## src/rtl/laser_eval_scheduler.sv

```systemverilog
// laser_eval_scheduler
//
// Stores a frame of NPTS 4-bit (X,Y) points. It then serves evaluation requests from two
// requesters under round-robin arbitration. Each evaluation sweeps the stored frame one
// point per cycle. It counts the points that lie within RADIUS_SQ (squared distance) of
// either of two candidate centres. A point inside both circles counts once.
//
// Ports
//   CLK, RST               clock; synchronous active-high reset
//   FRAME_CLR              drop the stored frame and restart loading
//   IN_VALID, X, Y         point input, accepted only while loading
//   REQ0/REQ1              evaluation requests, held until GNT
//   R{0,1}_{A,B}{X,Y}      per-requester candidate centres, sampled in the grant cycle
//   GNT                    one-hot grant pulse
//   RES_VALID, RES_ID,     result pulse, owning requester and covered-point count
//   RES_COUNT              (ID/COUNT hold their last values between pulses)
//   LOAD_DONE              pulse in the cycle that stores the last point of a frame
//   BUSY                   high unless idle in READY
module laser_eval_scheduler #(
    parameter int unsigned NPTS      = 40,
    parameter int unsigned RADIUS_SQ = 16
) (
    input  logic       CLK,
    input  logic       RST,
    input  logic       FRAME_CLR,
    input  logic       IN_VALID,
    input  logic [3:0] X,
    input  logic [3:0] Y,
    input  logic       REQ0,
    input  logic       REQ1,
    input  logic [3:0] R0_AX,
    input  logic [3:0] R0_AY,
    input  logic [3:0] R0_BX,
    input  logic [3:0] R0_BY,
    input  logic [3:0] R1_AX,
    input  logic [3:0] R1_AY,
    input  logic [3:0] R1_BX,
    input  logic [3:0] R1_BY,
    output logic [1:0] GNT,
    output logic       RES_VALID,
    output logic       RES_ID,
    output logic [5:0] RES_COUNT,
    output logic       LOAD_DONE,
    output logic       BUSY
);

    localparam int unsigned IW   = $clog2(NPTS);
    localparam logic [5:0]  LAST = 6'(NPTS - 1);

    typedef enum logic [1:0] {StLoad, StReady, StSweep, StResult} state_e;

    state_e     state_q, state_d;
    logic [5:0] wr_idx_q;
    logic [5:0] idx_q;
    logic [5:0] acc_q;
    logic       prio_q;
    logic       owner_q;
    logic       res_id_q;
    logic [5:0] res_count_q;
    logic [3:0] ax_q, ay_q, bx_q, by_q;

    logic [3:0] pt_x_q [NPTS];
    logic [3:0] pt_y_q [NPTS];

    logic       store, start, grant_id, res_valid, load_done;
    logic [1:0] gnt;
    logic [8:0] d2_a, d2_b;
    logic       covered;

    // Squared distance; the 5-bit signed difference is folded to a 4-bit magnitude first
    // so the squares cannot be truncated (max 225 + 225 = 450).
    function automatic logic [8:0] dist_sq(input logic [3:0] cx, input logic [3:0] cy,
                                           input logic [3:0] px, input logic [3:0] py);
        logic [4:0] dx, dy;
        logic [3:0] mx, my;
        dx = {1'b0, cx} - {1'b0, px};
        dy = {1'b0, cy} - {1'b0, py};
        mx = dx[4] ? 4'(~dx + 5'd1) : dx[3:0];
        my = dy[4] ? 4'(~dy + 5'd1) : dy[3:0];
        return ({5'd0, mx} * {5'd0, mx}) + ({5'd0, my} * {5'd0, my});
    endfunction

    always_comb begin
        d2_a    = dist_sq(ax_q, ay_q, pt_x_q[idx_q[IW-1:0]], pt_y_q[idx_q[IW-1:0]]);
        d2_b    = dist_sq(bx_q, by_q, pt_x_q[idx_q[IW-1:0]], pt_y_q[idx_q[IW-1:0]]);
        covered = (32'(d2_a) <= RADIUS_SQ) || (32'(d2_b) <= RADIUS_SQ);
    end

    // Next state and the combinational pulses
    always_comb begin
        state_d   = state_q;
        gnt       = 2'b00;
        grant_id  = 1'b0;
        res_valid = 1'b0;
        load_done = 1'b0;
        store     = 1'b0;
        start     = 1'b0;
        unique case (state_q)
            StLoad: begin
                if (IN_VALID) begin
                    store = 1'b1;
                    if (wr_idx_q == LAST) begin
                        load_done = 1'b1;
                        state_d   = StReady;
                    end
                end
            end
            StReady: begin
                if (REQ0 || REQ1) begin
                    start    = 1'b1;
                    grant_id = (REQ0 && REQ1) ? prio_q : REQ1;
                    gnt      = grant_id ? 2'b10 : 2'b01;
                    state_d  = StSweep;
                end
            end
            StSweep: begin
                if (idx_q == LAST) state_d = StResult;
            end
            StResult: begin
                res_valid = 1'b1;
                state_d   = StReady;
            end
            default: state_d = StLoad;
        endcase
        // Frame clear and reset abort whatever is in flight, including this cycle's pulses
        if (FRAME_CLR || RST) begin
            state_d   = StLoad;
            gnt       = 2'b00;
            res_valid = 1'b0;
            load_done = 1'b0;
            store     = 1'b0;
            start     = 1'b0;
        end
    end

    always_ff @(posedge CLK) begin
        if (RST) begin
            state_q     <= StLoad;
            wr_idx_q    <= '0;
            idx_q       <= '0;
            acc_q       <= '0;
            prio_q      <= 1'b0;
            owner_q     <= 1'b0;
            res_id_q    <= 1'b0;
            res_count_q <= '0;
            ax_q        <= '0;
            ay_q        <= '0;
            bx_q        <= '0;
            by_q        <= '0;
        end else begin
            state_q <= state_d;
            if (FRAME_CLR) begin
                wr_idx_q <= '0;
            end else if (store) begin
                wr_idx_q <= wr_idx_q + 6'd1;
            end
            if (start) begin
                prio_q  <= ~grant_id;
                owner_q <= grant_id;
                idx_q   <= '0;
                acc_q   <= '0;
                ax_q    <= grant_id ? R1_AX : R0_AX;
                ay_q    <= grant_id ? R1_AY : R0_AY;
                bx_q    <= grant_id ? R1_BX : R0_BX;
                by_q    <= grant_id ? R1_BY : R0_BY;
            end else if (state_q == StSweep) begin
                idx_q <= idx_q + 6'd1;
                if (covered) acc_q <= acc_q + 6'd1;
            end
            if (res_valid) begin
                res_id_q    <= owner_q;
                res_count_q <= acc_q;
            end
        end
    end

    // Point buffer carries no reset; every entry is rewritten before a sweep can read it
    always_ff @(posedge CLK) begin
        if (store) begin
            pt_x_q[wr_idx_q[IW-1:0]] <= X;
            pt_y_q[wr_idx_q[IW-1:0]] <= Y;
        end
    end

    // Outputs are forced to reset values for the whole time RST is high
    always_comb begin
        GNT       = gnt;
        RES_VALID = res_valid;
        LOAD_DONE = load_done;
        RES_ID    = RST ? 1'b0 : (res_valid ? owner_q : res_id_q);
        RES_COUNT = RST ? 6'd0 : (res_valid ? acc_q : res_count_q);
        BUSY      = RST || (state_q != StReady);
    end

endmodule
```

## config.mk

```make
export PLATFORM = sky130hd
export DESIGN_NAME = laser_eval_scheduler
export DESIGN_NICKNAME = d
export VERILOG_FILES = /design/src/rtl/laser_eval_scheduler.sv
export SDC_FILE = /design/constraint.sdc
export NUM_CORES = 1
export LEC_CHECK = 0
export ABC_CLOCK_PERIOD_IN_PS = 17300
export BUFFER_PORTS_ARGS = -buffer_cell sky130_fd_sc_hd__buf_2
export CAP_MARGIN = 20
export CORE_MARGIN = 2
export CORE_UTILIZATION = 60
export CTS_CLUSTER_DIAMETER = 40
export DETAILED_ROUTE_END_ITERATION = 16
export PLACE_DENSITY_LB_ADDON = 0.05
export SLEW_MARGIN = 20
export SYNTH_ARGS = -nofsm -noshare
export SYNTH_HDL_FRONTEND = slang
export SYNTH_SLANG_ARGS = --single-unit
```

## constraint.sdc

```tcl
create_clock -name CLK -period 17.3 [get_ports CLK]
set_input_delay 2.595 -clock CLK [delete_from_list [all_inputs] [get_ports CLK]]
set_output_delay 2.595 -clock CLK [all_outputs]
set_load 0.01 [all_outputs]
```

==> reports/results.ini, run 1 <==
[grt]
antenna_found_initial = 0
grt_pass1_vias = 9163
wire_length_of_the_first_global_routing_pass_mm = 52.76
global_route.usage.met2_pct = 41.36
grt_util_all_layers_pct = 24.52
grt.met3_usage_pct = 4.512
grt_most_used_layer = met2
grt_util_met1_pct = 33.69
grt_remaining_overflow = 0
grt_max_degree = 61

[final_layout]
layout.cells.most_common_list = sky130_fd_sc_hd__edfxtp_1, sky130_fd_sc_hd__nor2_1, sky130_fd_sc_hd__mux4_2
multi_input_comb_area_mm2 = 0.005485
antenna-diode-count = 0
seq_area_mm2 = 0.01064
final_layout_size_suffix_gt1_share_pct = 21.75
final_common_cell = sky130_fd_sc_hd__edfxtp_1
fill_cells = 1810
nNetsFinal = 1209
syn2layout_area_growth_pct = 12.14
finalInstanceArea_mm2 = 0.01858
final-instance-count-excl-fill = 1449

[sta]
endpoints_failing_hold = 0
final_period_minus_worst_setup_slack_ns = 8.970
min_period_over_period_pct = 51.85
fin_setup_tns_ns = 0
worst_pin_slew_ns = 0.9819
hold_slack_ns = 0.4690
final_max_slew_violation_count = 0
unrepaired_setup_endpoints_after_global_routing = false
setup_viol = 0
headroom_to_the_max_slew_limit_pct = 34.30
fin_skew_ns = 0.02660
clock.fmax_mhz = 111.5

[floorplanning]
floorplan.initialDensity_pct = 61.30
fp.dieH_um = 170.2
die_w_um = 170.2
floorplan.core_area_mm2 = 0.02703
design.die.area_mm2 = 0.02896
fp-row-count = 60
num_io_pins = 58

[detailed_routing]
wire_length_reported_by_the_detailed_router_mm = 34.02
number_of_remaining_drc_errors = 0
post_drt_via_cell_ratio = 6.179
num_vias = 8953
postRouteAntennaNets = 0
avgRoutedWirePerCell_um = 23.48
dr.first_iter.drc_count = 732
detailedRoute.firstPassIterationCount = 6

[clock_tree]
clock_path_buffers = 3
tritoncts.num_buffers = 44
post_cts.repair.setup_buffers = 0
clock-root-buffer = sky130_fd_sc_hd__clkbuf_16
h-tree-depth = 2
cts_tree = yes
holdBufCountCts = 0
post_cts.resized_instances = 0
clock_sink_count = 371
cts.clk_slew.worst_paths_ns = 0.06
clkLatencyLatePin_ns = 0.54

[synth]
synth_enable_flop_cells = 320
ys.warnings.count = 0
synth-main-ff-cell = sky130_fd_sc_hd__edfxtp_1
mappedNetlistNets = 1146
synthArstFlopShare_pct = 0
netlist_area_before_placement_mm2 = 0.01657
postSynthRegisterBits = 371
syn_avg_cell_area_um2 = 16.37
library_cells_used_by_synthesis = 55
synth.yosys.seq_area_share_pct = 64.16
postSynthCellCount = 1012

[pwr]
worst_ir_drop_vdd_mv = 0.1156
power.density_cell_area_mw_per_mm2 = 112.6
cellLeakagePower_uw = 0.006423

[flow_run]
max_cap_viol_count = 0

[placement]
placed_cell_area_mm2 = 0.01710
io_buffers = 57
dp_cells = 1370
detailedPlacementHpwl_mm = 22.24
gpl.final_weighted_congestion = 0.8517

[setup_path]
worst_ep_arrival_time_ns = 9.42
path_class = reg -> reg
start_kind = flip-flop
critical_path.endpoint_type = flip-flop
critical_path_peak_fanout = 51
cp_data_required_time_ns = 17.75

[min_path]
worst_hold_startpoint = prio_q$_SDFFE_PP0P_
type_of_the_tightest_min_delay_check = reg -> reg

[status]
status = complete, no violations

state kept, by name, summed over array words and instances, names as in the netlist, named ones only:
name	cells
pt_x_q	160
wr_idx_q	6
res_id_q	1
idx_q	6
owner_q	1
ay_q	4
pt_y_q	160
res_count_q	6
acc_q	6
by_q	4
prio_q	1
ax_q	4
state_q	2
bx_q	4
critical path, stage by stage (launching register included):
cell,delay (ns)
sky130_fd_sc_hd__dfxtp_4,0.75
sky130_fd_sc_hd__buf_6,0.64
sky130_fd_sc_hd__mux4_2,0.62
sky130_fd_sc_hd__mux4_2,0.50
sky130_fd_sc_hd__a22o_1,0.28
sky130_fd_sc_hd__a21oi_2,0.18
sky130_fd_sc_hd__inv_2,0.08
sky130_fd_sc_hd__fa_1,0.50
sky130_fd_sc_hd__ha_1,0.31
sky130_fd_sc_hd__o21ai_0,0.43
sky130_fd_sc_hd__nor2_1,0.18
sky130_fd_sc_hd__fa_1,0.51
sky130_fd_sc_hd__inv_1,0.05
sky130_fd_sc_hd__fa_1,0.47
sky130_fd_sc_hd__inv_1,0.05
sky130_fd_sc_hd__fa_1,0.50
sky130_fd_sc_hd__fa_1,0.55
sky130_fd_sc_hd__ha_1,0.17
sky130_fd_sc_hd__inv_1,0.06
sky130_fd_sc_hd__fa_1,0.40
sky130_fd_sc_hd__nor2b_1,0.13
sky130_fd_sc_hd__o21ai_0,0.11
sky130_fd_sc_hd__a311oi_1,0.57
sky130_fd_sc_hd__nand4_1,0.27
sky130_fd_sc_hd__a2111o_1,0.45
sky130_fd_sc_hd__o21ai_0,0.06
worst paths after layout:
path                                 to  slack [ns]  cells after the start
setup / recovery  acc_q[4]$_SDFFE_PP0P_        8.33                     25
hold / removal      prio_q$_SDFFE_PP0P_        0.47                      2
setup reg to reg  acc_q[4]$_SDFFE_PP0P_        8.33                     25
hold reg to reg     prio_q$_SDFFE_PP0P_        0.47                      2
per-stage QoR:
step	power (uW)	setup WS [ns]	utilization [%]
finish	2093	8.330	68.74
detailed placement	1190	7.919	63.28
global placement	1185	8.112	63.28
floorplan	1132	9.910	-
CTS	2109	7.893	68.73
global route	2174	7.703	68.74
cells in the mapped netlist, types with 6 or more instances:
library cell               instances  area share (%)
sky130_fd_sc_hd__a21oi_1          18            0.54
sky130_fd_sc_hd__inv_1            64             1.5
sky130_fd_sc_hd__nand2_1          37            0.84
sky130_fd_sc_hd__dfxtp_1          51             6.2
sky130_fd_sc_hd__xor2_1           12            0.63
sky130_fd_sc_hd__fa_1             26             3.1
sky130_fd_sc_hd__nand3_1          11            0.33
sky130_fd_sc_hd__nand2b_1         14            0.53
sky130_fd_sc_hd__o21ai_0          22            0.66
sky130_fd_sc_hd__mux4_2           96              13
sky130_fd_sc_hd__nor2b_1           7            0.26
sky130_fd_sc_hd__a21o_1           11            0.50
sky130_fd_sc_hd__nor2_1          107             2.4
sky130_fd_sc_hd__a222oi_1         16            0.97
sky130_fd_sc_hd__a22o_1            6            0.32
sky130_fd_sc_hd__ha_1             62             4.7
sky130_fd_sc_hd__edfxtp_1        320              58
sky130_fd_sc_hd__clkbuf_1         25            0.57
sky130_fd_sc_hd__xnor2_1          17            0.90
sky130_fd_sc_hd__buf_2             7            0.21
sky130_fd_sc_hd__mux2_2            7            0.48
sky130_fd_sc_hd__nand4_1           8            0.30
logic make-up (layout without fill, tap and decap cells):
logic type,after synthesis,count (layout),share of synthesized area (%)
multiplexers,108,108,13.83
buffers and inverters,108,204,2.726
flip-flops,371,371,64.16
AO/OA/AOI/OAI,99,99,4.244
AND/OR/NAND/NOR,209,209,5.679
XOR/XNOR,29,29,1.533
adder cells (fa/ha/maj),88,88,7.824
routing by layer:
layer,vias to the layer above,wire [um],part of all wire (%)
met5,-,0,0
met3,48,2387,7.0
met2,349,16960,50
li1,4023,-,-
met4,0,642,1.9
met1,4533,14030,41
where the power goes:
group | switching (uW) | total (uW) | internal, uW
Combinational | 120 | 199 | 78.9
Sequential | 0.363 | 972 | 971
Clock | 358 | 922 | 564
final cells by class:
cell class	count	share of cell area, %
clock buffers	52	6.088
clock inverters	27	1.839
inverters	65	1.313
multi-input cells	533	29.53
flip-flops and latches	371	57.26
well taps	341	2.297
repair buffers	60	1.677
No activity file was read; power rests on OpenSTA's default activity.
==> inputs of run 2 (changes only) <==
Settings changed: ABC_AREA set to 1, ABC_CLOCK_PERIOD_IN_PS 17300 to 9170.
Clock period 17.3 ns to 9.17 ns, I/O delays scaled along.
==> reports/results.ini, run 2 <==
[setup_path]
slowest_delay_ns = 0.55
regToRegSetupSlack_ns = 1.54
worst_ep_arrival_time_ns = 8.03
worst-r2r-cell-count = 37
path_class = reg -> reg
start_kind = flip-flop
critical_path_peak_fanout = 88
crit_path_end = acc_q[0]$_SDFFE_PP0P_
critical_path.endpoint_type = flip-flop
cpMostUsedCell = sky130_fd_sc_hd__nand2_1
rr_endpoint = acc_q[0]$_SDFFE_PP0P_
timing.critical_path.slowest_stage_cell = sky130_fd_sc_hd__fa_1
cp_data_required_time_ns = 9.57

[floorplanning]
design.die.area_mm2 = 0.03043
fp.dieH_um = 174.4
floorplan.initialDensity_pct = 60.89
die_w_um = 174.4
fp-row-count = 62
floorplan.core_area_mm2 = 0.02863
num_io_pins = 58

[synth]
synth_enable_flop_cells = 320
synth.most_common_cell = sky130_fd_sc_hd__nand2_1
mappedNetlistNets = 1762
library_cells_used_by_synthesis = 44
syn_avg_cell_area_um2 = 10.71
postSynthCellCount = 1628
netlist_top_cells_area = sky130_fd_sc_hd__edfxtp_1, sky130_fd_sc_hd__nand2_1, sky130_fd_sc_hd__dfxtp_1
postSynthRegisterBits = 371
synth.cells.most_frequent = sky130_fd_sc_hd__nand2_1, sky130_fd_sc_hd__edfxtp_1, sky130_fd_sc_hd__nand3_1
ys.warnings.count = 0
synth.yosys.seq_area_share_pct = 60.99
yosysTopAreaCell = sky130_fd_sc_hd__edfxtp_1
netlist_area_before_placement_mm2 = 0.01743
synthDominantCellAreaShare_pct = 55.13
synthArstFlopShare_pct = 0
synth-main-ff-cell = sky130_fd_sc_hd__edfxtp_1

[clock_tree]
h-tree-depth = 2
clock_path_buffers = 3
cts_tree = yes
clkLatencyLatePin_ns = 0.55
clock-root-buffer = sky130_fd_sc_hd__clkbuf_16
post_cts.repair.setup_buffers = 0
cts.clk_slew.worst_paths_ns = 0.06
holdBufCountCts = 0
tritoncts.num_buffers = 45
clock_sink_count = 371
post_cts.resized_instances = 0

[sta]
final_max_slew_violation_count = 0
min_period_over_period_pct = 83.19
fin_setup_tns_ns = 0
unrepaired_setup_endpoints_after_global_routing = false
setup_viol = 0
fin_skew_ns = 0.01721
worst_pin_slew_ns = 1.106
final_period_minus_worst_setup_slack_ns = 7.629
headroom_to_the_max_slew_limit_pct = 25.85
clock.fmax_mhz = 131.1
endpoints_failing_hold = 0
post-route-worst-setup-slack_ns = 1.541

[detailed_routing]
post_drt_via_cell_ratio = 5.676
number_of_remaining_drc_errors = 0
num_vias = 11830
wire_length_reported_by_the_detailed_router_mm = 40.04
dr.first_iter.drc_count = 1085
detailedRoute.firstPassIterationCount = 5
postRouteAntennaNets = 0
avgRoutedWirePerCell_um = 19.21

[grt]
grt_remaining_overflow = 0
wire_length_of_the_first_global_routing_pass_mm = 63.48
grt_max_degree = 167
antenna_found_initial = 0
grt_pass1_vias = 11720
grt_util_all_layers_pct = 26.83

[final_layout]
final_layout_size_suffix_gt1_share_pct = 9.471
layout.cells.most_common_list = sky130_fd_sc_hd__nand2_1, sky130_fd_sc_hd__edfxtp_1, sky130_fd_sc_hd__nand3_1
fill_cells = 2169
final_common_cell = sky130_fd_sc_hd__nand2_1
syn2layout_area_growth_pct = 10.34
nNetsFinal = 1801
antenna-diode-count = 0

[pwr]
worst_ir_drop_vdd_mv = 0.1581
cellLeakagePower_uw = 0.007359
power.density_cell_area_mw_per_mm2 = 204.1

[placement]
setup_slack_placement_ns = 1.601
io_buffers = 57
gpl.final_weighted_congestion = 0.8581
detailedPlacementHpwl_mm = 25.24

[min_path]
type_of_the_tightest_min_delay_check = reg -> reg

[flow_run]
max_cap_viol_count = 0

[status]
status = complete, no violations

-- run 2: changes by cell type after synthesis, sizes merged, moves of 57 or more --
cell	change
mux4	-96
nor2	+63
o21ai	+89
inv	+57
nand2	+329
nand3	+159
-- run 2: area by class of cell --
type	instances	area (um^2)	share of cell area, %
inverter	122	462.9	2.407
timing repair buffer	67	385.4	2.004
sequential	371	10640	55.30
multi-input combinational	1060	5817	30.25
tap	384	480.5	2.498
clock inverter	30	284.0	1.477
clock buffer	50	1166	6.064
-- run 2: per-stage QoR --
step,instances,hold slack (ns),utilization [%],total power (uW),area (um^2)
after global placement,2004,0.4484,62.12,2239,17780
after global routing,2084,0.4913,67.18,4080,19230
after floorplan,1628,0.4326,-,2148,17430
after detailed placement,2004,0.4581,62.12,2252,17780
after CTS,2084,0.4677,67.18,3953,19230
final,2084,0.4634,67.18,3924,19230
-- run 2: critical path: cells and delay by family (launching register included) --
| kind | cells | cell delay (ns) |
|---|---|---|
| fa+ha+maj | 8 | 3.22 |
| simple gates | 17 | 2.00 |
| buf+inv | 7 | 1.14 |
| compound gates | 3 | 0.39 |
| xor+xnor | 2 | 0.36 |
| flops | 1 | 0.36 |
-- run 2: logic make-up (layout without fill, tap and decap cells) --
family | Yosys count | in the layout | synth area share (%)
adders and majority gates | 88 | 88 | 7.437
muxes | 1 | 1 | 0.05743
DFF | 371 | 371 | 60.99
AOI/OAI and AO/OA | 223 | 223 | 7.243
buffers and inverters | 197 | 269 | 5.664
and+or+nand+nor | 724 | 724 | 17.40
xor gates and xnor gates | 24 | 24 | 1.206
-- run 2: metal layers --
layer | part of all wire, % | vias up | GRT usage, %
li1 | - | 5709 | -
met1 | 43 | 5677 | 37.21
met2 | 48 | 370 | 43.90
met3 | 6.7 | 72 | 4.878
met4 | 2.2 | 0 | 7.528
met5 | 0 | - | 0
-- run 2: worst min path at each step --
stage          depth (start not counted)             startpoint               endpoint  slack (ns)
6_report                               2  acc_q[4]$_SDFFE_PP0P_  acc_q[4]$_SDFFE_PP0P_        0.46
5_1_grt                                2   by_q[3]$_SDFFE_PP0P_   by_q[3]$_SDFFE_PP0P_        0.49
4_1_cts                                2   ay_q[3]$_SDFFE_PP0P_   ay_q[3]$_SDFFE_PP0P_        0.47
3_5_place_dp                           2   by_q[2]$_SDFFE_PP0P_   by_q[2]$_SDFFE_PP0P_        0.46
3_3_place_gp                           2   ay_q[3]$_SDFFE_PP0P_   ay_q[3]$_SDFFE_PP0P_        0.45
2_1_floorplan                          2   ay_q[3]$_SDFFE_PP0P_   ay_q[3]$_SDFFE_PP0P_        0.43
-- run 2: report_power, final --
part | total (uW) | leakage, uW | internal (uW) | switching (uW)
registers | 1830 | 0.00329 | 1830 | 0.439
clock network | 1710 | 0.000697 | 994 | 717
logic | 381 | 0.00337 | 148 | 233
==> inputs of run 3 (changes only) <==
Settings changed: ABC_AREA 1 to 0, ABC_CLOCK_PERIOD_IN_PS 9170 to 6500, CORE_UTILIZATION 60 to 56.
Clock period 9.17 ns to 6.5 ns, I/O delays scaled along.
==> reports/results.ini, run 3 (synthesis gave the netlist of run 1 again) <==
[status]
status = finished with violations
violations = negative setup slack

[floorplanning]
fp.dieH_um = 176
die_w_um = 176
design.die.area_mm2 = 0.03098
num_io_pins = 58
floorplan.core_area_mm2 = 0.02894
fp-row-count = 62
floorplan.initialDensity_pct = 57.26

[detailed_routing]
num_vias = 9435
detailedRoute.firstPassIterationCount = 6
number_of_remaining_drc_errors = 0
avgRoutedWirePerCell_um = 22.36
postRouteAntennaNets = 0
post_drt_via_cell_ratio = 5.810
dr.first_iter.drc_count = 969
wire_length_reported_by_the_detailed_router_mm = 36.31

[min_path]
worst_hold_startpoint = prio_q$_SDFFE_PP0P_
min_delay_worst_endpoint = prio_q$_SDFFE_PP0P_
type_of_the_tightest_min_delay_check = reg -> reg
whs_path_depth = 2

[placement]
detailedPlacementHpwl_mm = 23.78
placed_cell_area_mm2 = 0.01806
gpl.final_weighted_congestion = 0.8096
io_buffers = 57

[grt]
grt_util_all_layers_pct = 24.44
antenna_found_initial = 0
grt_pass1_vias = 9831
wire_length_of_the_first_global_routing_pass_mm = 56.44
grt_max_degree = 41
grt_remaining_overflow = 0

[pwr]
cellLeakagePower_uw = 0.007193
worst_ir_drop_vdd_mv = 0.2936
power.density_cell_area_mw_per_mm2 = 290.4

[sta]
worst_pin_slew_ns = 1.010
endpoints_failing_hold = 0
headroom_to_the_max_slew_limit_pct = 32.43
min_period_over_period_pct = 112.1
unrepaired_setup_endpoints_after_global_routing = true
setup_viol = 6
final_max_slew_violation_count = 0
post-route-worst-setup-slack_ns = -0.7846
fin_setup_tns_ns = -4.441
final_period_minus_worst_setup_slack_ns = 7.285
fin_skew_ns = 0.02039
clock.fmax_mhz = 137.3

[setup_path]
critical_path.endpoint_type = flip-flop
timing.critical_path.slowest_stage_cell = sky130_fd_sc_hd__fa_1
cp_data_required_time_ns = 6.96
path_class = reg -> reg
rr_endpoint = acc_q[4]$_SDFFE_PP0P_
slowest_delay_ns = 0.53
worst-r2r-cell-count = 30
critical_path_peak_fanout = 6
regToRegSetupSlack_ns = -0.78
cpMostUsedCell = sky130_fd_sc_hd__fa_1
worst_ep_arrival_time_ns = 7.75
start_kind = flip-flop

[final_layout]
layout.cells.most_common_list = sky130_fd_sc_hd__edfxtp_1, sky130_fd_sc_hd__buf_4, sky130_fd_sc_hd__nor2_1
final_common_cell = sky130_fd_sc_hd__edfxtp_1
final_layout_size_suffix_gt1_share_pct = 33.87
nNetsFinal = 1338
syn2layout_area_growth_pct = 21.69
finalInstanceArea_mm2 = 0.02016
fill_cells = 1928
antenna-diode-count = 0

[clock_tree]
tritoncts.num_buffers = 46
holdBufCountCts = 0
cts_tree = yes
clkLatencyLatePin_ns = 0.54
clock_path_buffers = 3
h-tree-depth = 2
cts.clk_slew.worst_paths_ns = 0.06
clock_sink_count = 371
clock-root-buffer = sky130_fd_sc_hd__clkbuf_16

[flow_run]
max_cap_viol_count = 0

run 3: cell type report:
cell class                      instances  area, um^2  area share (%)
Multi-Input combinational cell        533        5744           28.49
Inverter                               65       244.0           1.210
Timing Repair Buffer                  187        1505           7.466
Sequential cell                       371       10640           52.76
Clock buffer                           55        1249           6.194
Clock inverter                         29       300.3           1.489
Tap cell                              384       480.5           2.383
run 3: worst max-delay path by stage:
stage | startpoint | end | slack (ns) | cells after the start
after global placement | flip-flop | acc_q[5]$_SDFFE_PP0P_ | -0.99 | 29
after detailed placement | flip-flop | acc_q[4]$_SDFFE_PP0P_ | -0.97 | 29
final | flip-flop | acc_q[4]$_SDFFE_PP0P_ | -0.78 | 30
after CTS | flip-flop | acc_q[5]$_SDFFE_PP0P_ | -0.80 | 29
after floorplan | flip-flop | acc_q[4]$_SDFFE_PP0P_ | -0.47 | 29
after global routing | flip-flop | acc_q[4]$_SDFFE_PP0P_ | -1.08 | 31
run 3: layer usage:
metal	track usage, %	routed length [um]
met3	3.747	2253
met1	33.62	15120
met2	41.72	18240
met5	0	0
met4	5.820	699
run 3: timing repair:
item | in CTS | in global routing
gates resized for setup | 39 | 13
pin swaps | 17 | 12
setup buffers | 24 | 1
gates cloned | 2 | 1
setup endpoints to repair | 6 | 6
run 3: worst max-delay path, delay by kind of cell (launching register included):
family | cells | cell delay [ns]
adder cells (fa/ha/maj) | 7 | 2.92
AO/OA/AOI/OAI | 7 | 1.30
buffers and inverters | 10 | 1.03
multiplexers | 2 | 1.01
flip-flops | 1 | 0.41
AND/OR/NAND/NOR | 3 | 0.34
XOR/XNOR | 1 | 0.20
run 3: power breakdown:
group	internal (uW)	switching [uW]
clock	1550	991
combinational	348	381
sequential	2590	0.998
run 3: through the flow:
stage | hold slack, ns | cells | util, % | setup WS (ns) | power [uW]
6_report | 0.4622 | 1624 | 69.67 | -0.7846 | 5854
5_1_grt | 0.4882 | 1624 | 69.67 | -1.083 | 6095
4_1_cts | 0.4688 | 1623 | 69.42 | -0.7980 | 5875
3_5_place_dp | 0.4586 | 1513 | 62.43 | -0.9715 | 3290
3_3_place_gp | 0.4521 | 1513 | 62.43 | -0.9850 | 3284
2_1_floorplan | 0.4352 | 1012 | - | -0.4692 | 3024
